$ cat config.mk
export PLATFORM = sky130hd
export DESIGN_NAME = tablero_stream
export DESIGN_NICKNAME = d
export VERILOG_FILES = /design/src/rtl/tablero_stream.sv
export SDC_FILE = /design/constraint.sdc
export NUM_CORES = 1
export LEC_CHECK = 0
export ABC_AREA = 1
export ABC_CLOCK_PERIOD_IN_PS = 7950
export CAP_MARGIN = 25
export CORE_MARGIN = 2
export CORE_UTILIZATION = 50
export DETAILED_ROUTE_END_ITERATION = 7
export MAX_ROUTING_LAYER = met4
export PLACE_DENSITY = 0.75
export SKIP_CTS_REPAIR_TIMING = 1
export SKIP_LAST_GASP = 1
export SYNTH_ARGS = -nofsm -noshare
export SYNTH_HDL_FRONTEND = slang
export SYNTH_SLANG_ARGS = --single-unit
$ cat constraint.sdc
create_clock -name clk -period 7.95 [get_ports clk]
set_input_delay 1.59 -clock clk [delete_from_list [all_inputs] [get_ports clk]]
set_output_delay 1.59 -clock clk [all_outputs]
set_load 0.05 [all_outputs]
$ cat src/rtl/tablero_stream.sv
// Board of ROWS x COLS cells with a write port; start snapshots the board and streams it out.
// First beat 1 cycle after start, then one beat per out_ready cycle; a beat is held stable while out_ready is low.
module tablero_stream #(
    parameter  int ROWS      = 5,
    parameter  int COLS      = 5,
    parameter  int W         = 8,
    parameter  int COL_MAJOR = 0,
    localparam int N         = ROWS * COLS,
    localparam int RW        = (ROWS > 1) ? $clog2(ROWS) : 1,
    localparam int CW        = (COLS > 1) ? $clog2(COLS) : 1,
    localparam int IW        = (N > 1) ? $clog2(N) : 1
) (
    input  logic                  clk,
    input  logic                  rst_n,
    input  logic                  clr,
    input  logic                  wr_en,
    input  logic [RW-1:0]         wr_row,
    input  logic [CW-1:0]         wr_col,
    input  logic [W-1:0]          wr_data,
    input  logic                  start,
    output logic                  out_valid,
    input  logic                  out_ready,
    output logic [W-1:0]          out_data,
    output logic [IW-1:0]         out_index,
    output logic                  out_last,
    output logic                  busy,
    output logic                  done,
    output logic [N-1:0][W-1:0]   states
);
    typedef enum logic [1:0] {IDLE, SCAN, DONE} state_t;

    state_t               state_q, state_d;
    logic [N-1:0][W-1:0]  live_q, live_d;
    logic [N-1:0][W-1:0]  snap_q, snap_d;
    logic [IW-1:0]        k_q, k_d;
    logic [RW-1:0]        r_q, r_d;
    logic [CW-1:0]        c_q, c_d;
    logic                 out_valid_q, out_valid_d;
    logic                 busy_q, busy_d;
    logic                 done_q, done_d;

    logic                 wr_hit;
    logic [IW-1:0]        wr_idx;
    logic [IW-1:0]        rd_idx;

    assign wr_hit = wr_en && (int'(wr_row) < ROWS) && (int'(wr_col) < COLS);
    assign wr_idx = IW'(int'(wr_row) * COLS + int'(wr_col));
    // Separate row/col scan counters avoid a divider for column-major order.
    assign rd_idx = IW'(int'(r_q) * COLS + int'(c_q));

    always_comb begin
        live_d = live_q;
        if (clr) begin
            live_d = '0;
        end else if (wr_hit) begin
            live_d[wr_idx] = wr_data;
        end

        snap_d  = snap_q;
        state_d = state_q;
        k_d     = k_q;
        r_d     = r_q;
        c_d     = c_q;
        case (state_q)
            IDLE: begin
                if (start) begin
                    snap_d  = live_q;
                    k_d     = '0;
                    r_d     = '0;
                    c_d     = '0;
                    state_d = SCAN;
                end
            end
            SCAN: begin
                if (out_ready) begin
                    if (k_q == IW'(N - 1)) begin
                        state_d = DONE;
                    end else begin
                        k_d = k_q + 1'b1;
                        if (COL_MAJOR != 0) begin
                            if (r_q == RW'(ROWS - 1)) begin
                                r_d = '0;
                                c_d = c_q + 1'b1;
                            end else begin
                                r_d = r_q + 1'b1;
                            end
                        end else begin
                            if (c_q == CW'(COLS - 1)) begin
                                c_d = '0;
                                r_d = r_q + 1'b1;
                            end else begin
                                c_d = c_q + 1'b1;
                            end
                        end
                    end
                end
            end
            DONE:    state_d = IDLE;
            default: state_d = IDLE;
        endcase

        out_valid_d = (state_d == SCAN);
        busy_d      = (state_d == SCAN);
        done_d      = (state_d == DONE);
    end

    always_ff @(posedge clk or negedge rst_n) begin
        if (!rst_n) begin
            state_q     <= IDLE;
            live_q      <= '0;
            snap_q      <= '0;
            k_q         <= '0;
            r_q         <= '0;
            c_q         <= '0;
            out_valid_q <= 1'b0;
            busy_q      <= 1'b0;
            done_q      <= 1'b0;
        end else begin
            state_q     <= state_d;
            live_q      <= live_d;
            snap_q      <= snap_d;
            k_q         <= k_d;
            r_q         <= r_d;
            c_q         <= c_d;
            out_valid_q <= out_valid_d;
            busy_q      <= busy_d;
            done_q      <= done_d;
        end
    end

    assign out_valid = out_valid_q;
    assign busy      = busy_q;
    assign done      = done_q;
    assign out_index = k_q;
    assign out_data  = snap_q[rd_idx];
    assign out_last  = out_valid_q && (k_q == IW'(N - 1));
    assign states    = live_q;

endmodule

**Word level (Yosys, flattened, before mapping)**

Index checks and enable logic that the tools add are counted.

- Bits of input ports: 20
- Register bits after elaboration: 415
- Output and inout bits: 217
- Word-level logic and storage cells: 111

- Multiplexer cells: 24
- Reduce and logical (&&, ||, !) cells: 10
- Equal/unequal tests: 9
- Add/sub/neg operators: 5
- Multipliers: 2
- Order comparisons: 5

Operator list:

| operator | number |
|---|---|
| two-way mux 200 bit | 2 |
| bitwise mux 200 bit | 1 |
| binary-select mux 8 bit (select 5 bit) | 1 |
| demux 8 bit (select 5 bit) | 1 |
| two-way mux 3 bit | 7 |
| two-way mux 8 bit | 2 |
| two-way mux 5 bit | 3 |
| < comparator 5 x 6 -> 1 bit, second input constant | 2 |
| case mux 3 bit (2 select lines) | 2 |
| adder 5 x 3 -> 5 bit | 2 |
| multiplier 3 x 3 -> 5 bit, second input constant | 2 |
| case mux 5 bit (2 select lines) | 1 |
| != test 2 bit, second input constant | 4 |
| adder 3 x 1 -> 3 bit, second input constant | 2 |
| < comparator 3 bit, second input constant | 2 |
| two-way mux 2 bit | 3 |
| adder 5 x 1 -> 5 bit, second input constant | 1 |
| equality test 5 bit, second input constant | 1 |
| greater-or-equal comparator 5 x 1 -> 1 bit, second input constant | 1 |
| AND reduction 5 bit | 1 |
| equality test 2 x 1 -> 1 bit, second input constant | 2 |
| logical AND 1 bit | 4 |
| case mux 2 bit (2 select lines) | 1 |
| AND reduction 4 bit | 1 |
| other kinds (5) | 6 |

**Depth between registers and ports, before layout**

- Word-level depth: 9
- Mapped depth: 13
- Depth with buffers taken out: 13

**Worst setup path after synthesis**

OpenSTA, ideal clock, no wires.

- Path type: register to output
- Start: register r_q[0]
- End: output port out_data[5]
- Path slack: 3.610 ns
- Required time: 6.360 ns
- Cell stages (with the launch flop): 11
- Arrival time: 2.750 ns
- Path through: dfrtp_1 -> ha_1 -> ha_1 -> inv_1 -> fa_1 -> xor2_1 -> clkbuf_1 -> nand3_1 -> nand2_1 -> nand2_1 -> nand2_1

- Longest elaborated chain between the ends: 4

RTL lines:

| what | RTL line | RTL |
|---|---|---|
| start: declaration | 36 | `logic [RW-1:0] r_q, r_d;` |
| start signal: assignment | 123 | `r_q <= r_d;` |
| multiplier 3 x 3 -> 5 bit | 49 | `assign rd_idx = IW'(int'(r_q) * COLS + int'(c_q));` |
| adder 5 x 3 -> 5 bit | 49 |  |
| binary-select mux 8 bit (select 5 bit) | 135 | `assign out_data = snap_q[rd_idx];` |
| two-way mux 8 bit (not written as such) | 135 |  |
| end: declaration | 23 | `output logic [W-1:0] out_data,` |

Every way passes these cells. The select of a mux whose other input is x is not followed.

**Worst setup path after layout**

- Start: register r_q[1]
- End: output port out_data[4]

The elaborated chain is that of the path after synthesis.

==> out/metrics.cfg <==
[timing]
fmax_ghz = 0.159
fin_crit_sh = 0.793
rsz0062_at_grt = false
slew_violations = 0
setup_tns_ns = 0
slew_headroom = 0.284
worst_hold_slack_ns = 0.500
setup_viol_count_final = 0
tightest_slew_ns = 1.07
hold_violations = 0
period_needed_ns = 6.31
fin_skew_ns = 0.0149

[pwr]
power_density_nw_per_um2 = 352
leakage_uw = 0.0119
irDropWorstVdd_mv = 0.804

[logic_synthesis]
synth_cells = 2013
synthArstFlopShare = 1.00
synth.yosys.seq_area_share = 0.552
yosysMostFrequentCell = nand2_1
ys_seq_elements = 415
syn_nets = 2056
yosys-top-cells-area = dfrtp_1, mux2_2, nand2_1, nand3_1, nor2_1
synth_ff_type = dfrtp_1
synth_area_um2 = 18800
yosysWarningCount = 0
yosysTopAreaCell = dfrtp_1
synth_top_area_frac = 0.552
synth.distinct_cells = 31
syn_area_per_cell_um2 = 9.34
synthTopCellsByCount = nand2_1, dfrtp_1, nand3_1, nor2_1, mux2_2
synth_edf_count = 0

[worst_setup_path]
cp_max_fo = 49
critPathCaptureType = output pin
crit_type = flip-flop to output pin
start_kind = flip-flop
required_ns = 6.36
worstPathArrival_ns = 4.72

[flow_run]
cap_violations = 0

[global_routing]
grt.overflow.total = 0
grt_max_degree = 192
grt_usage = 0.306
grt_pass1_wl_um = 88900
grt_pass1_vias = 15000
antenna_found_initial = 1

[layout]
nNetsFinal = 2248
drive_gt1_frac = 0.149
finalNonFillerCells = 2710
syn_to_final_growth_pct = 22.7
post-route-util = 0.618

[routing]
firstDrtPassIters = 5
postRouteAntennaNets = 0
wl_um = 57700
vias_per_cell = 5.81
via_count = 15700
drt-initial-drc-count = 1671
drc = 0
wl_per_cell_um = 21.3

[floorplan]
ioPinCount = 237
fp-row-count = 71
coreArea_um2 = 37300
die_w_um = 198
die-area_um2 = 39200
start_util = 0.504
die_h_um = 198

[cts]
cts_buffer_depth = 3
path_clk_slew_ns = 0.06
worst_skew_pair.late_latency_ns = 0.55
cts_root_buffer = clkbuf_16
htreeDepth = 2
cts_tree = built
clkSinkCount = 415
cts_inserted_buffers = 43

[placed_design]
place_inst = 2629
port_buffers = 236
hpwlAfterDp_um = 38400
gp_congestion = 0.914

[outcome]
status = finished, final reports clean

[min_path]
hold_path.class = flip-flop to flip-flop

## path summary, 6_finish.rpt
path                       depth (start not counted)                    start                 endpoint  slack, ns
hold reg to reg                                    1  snap_q[174]$_DFFE_PN0P_  snap_q[174]$_DFFE_PN0P_       0.50
max in group asynchronous                          2                    rst_n  states[152]$_DFFE_PN0P_       5.54
min in group asynchronous                          1                    rst_n   states[88]$_DFFE_PN0P_       0.99
setup / recovery                                  12       r_q[1]$_DFFE_PN0P_              out_data[4]       1.64
hold / removal                                     1  snap_q[174]$_DFFE_PN0P_  snap_q[174]$_DFFE_PN0P_       0.50
setup reg to reg                                   4     state_q[1]$_DFF_PN0_  snap_q[149]$_DFFE_PN0P_       5.48
## area by class of cell
type | count | area, um^2
Timing Repair Buffer | 261 | 2690
Inverter | 71 | 272
Multi-Input combinational cell | 1413 | 7710
Clock inverter | 14 | 208
Tap cell | 474 | 593
Antenna cell | 1 | 2.50
Clock buffer | 61 | 1210
Fill cell | 3013 | 14200
Sequential cell | 415 | 10400
## metrics by stage
step	worst slack, ns	area [um^2]	total power, uW
after global placement	2.38	21500	6030
after detailed placement	2.27	21500	6050
after floorplan	3.61	18800	4830
after global routing	1.34	23100	8560
final	1.64	23100	8130
after CTS	1.68	23000	8100
## kinds of logic after synthesis
kind of cell	share of synthesized area
DFF	0.552
adders and majority gates	0.0161
xor gates and xnor gates	0.00280
muxes	0.110
AOI/OAI and AO/OA	0.0288
and+or+nand+nor	0.249
buffers and inverters	0.0411
## critical path, cell delays in order, from the launching register on
cell and delay [ns]:
dfrtp_1 0.41, ha_1 0.31, ha_1 0.29, buf_4 0.31
inv_1 0.66, buf_4 0.40, nand3_1 0.12, nor2_1 0.39
nand2_1 0.11, nand2_1 0.09, nand2_1 0.05, nand2_1 0.13
clkdlybuf4s50_1 0.85
## placed cells by master (no fill, tap or decap), types with 3 or more instances in the layout
master / instances
inv_6: 3
nand2_2: 22
nor2_2: 7
nor2_4: 5
clkinv_2: 5
clkdlybuf4s50_1: 235
o21ai_0: 89
nand2_1: 473
or2_2: 3
clkbuf_8: 7
nor2_1: 227
buf_4: 16
buf_12: 4
buf_16: 4
clkbuf_16: 43
inv_2: 13
a21oi_1: 17
inv_1: 56
dfrtp_1: 415
bufinv_16: 5
nand3_1: 343
clkbuf_1: 11
mux2_2: 184
xor2_1: 5
nor3_4: 4
ha_1: 20
## registers in the layout, summed over array words and instances, names as in the netlist
signal,count
snap_q,200
states,200
out_index,5
c_q,3
r_q,3
state_q,2
busy,1
done,1
## report_power, final
| part | switching, uW | internal [uW] | leakage [uW] | total, uW |
|---|---|---|---|---|
| clock network | 821 | 1220 | 0.000693 | 2050 |
| logic | 2720 | 1120 | 0.00549 | 3840 |
| registers | 56.5 | 2190 | 0.00572 | 2250 |
## per-layer routing
metal  GRT usage  share of wire  vias up
met5           -              0        -
met2       0.462           0.46      743
li1            -              -     7035
met3      0.0480          0.085      119
met1       0.430           0.42     7845
met4      0.0941          0.028        0
No activity file was read; power rests on OpenSTA's default activity.
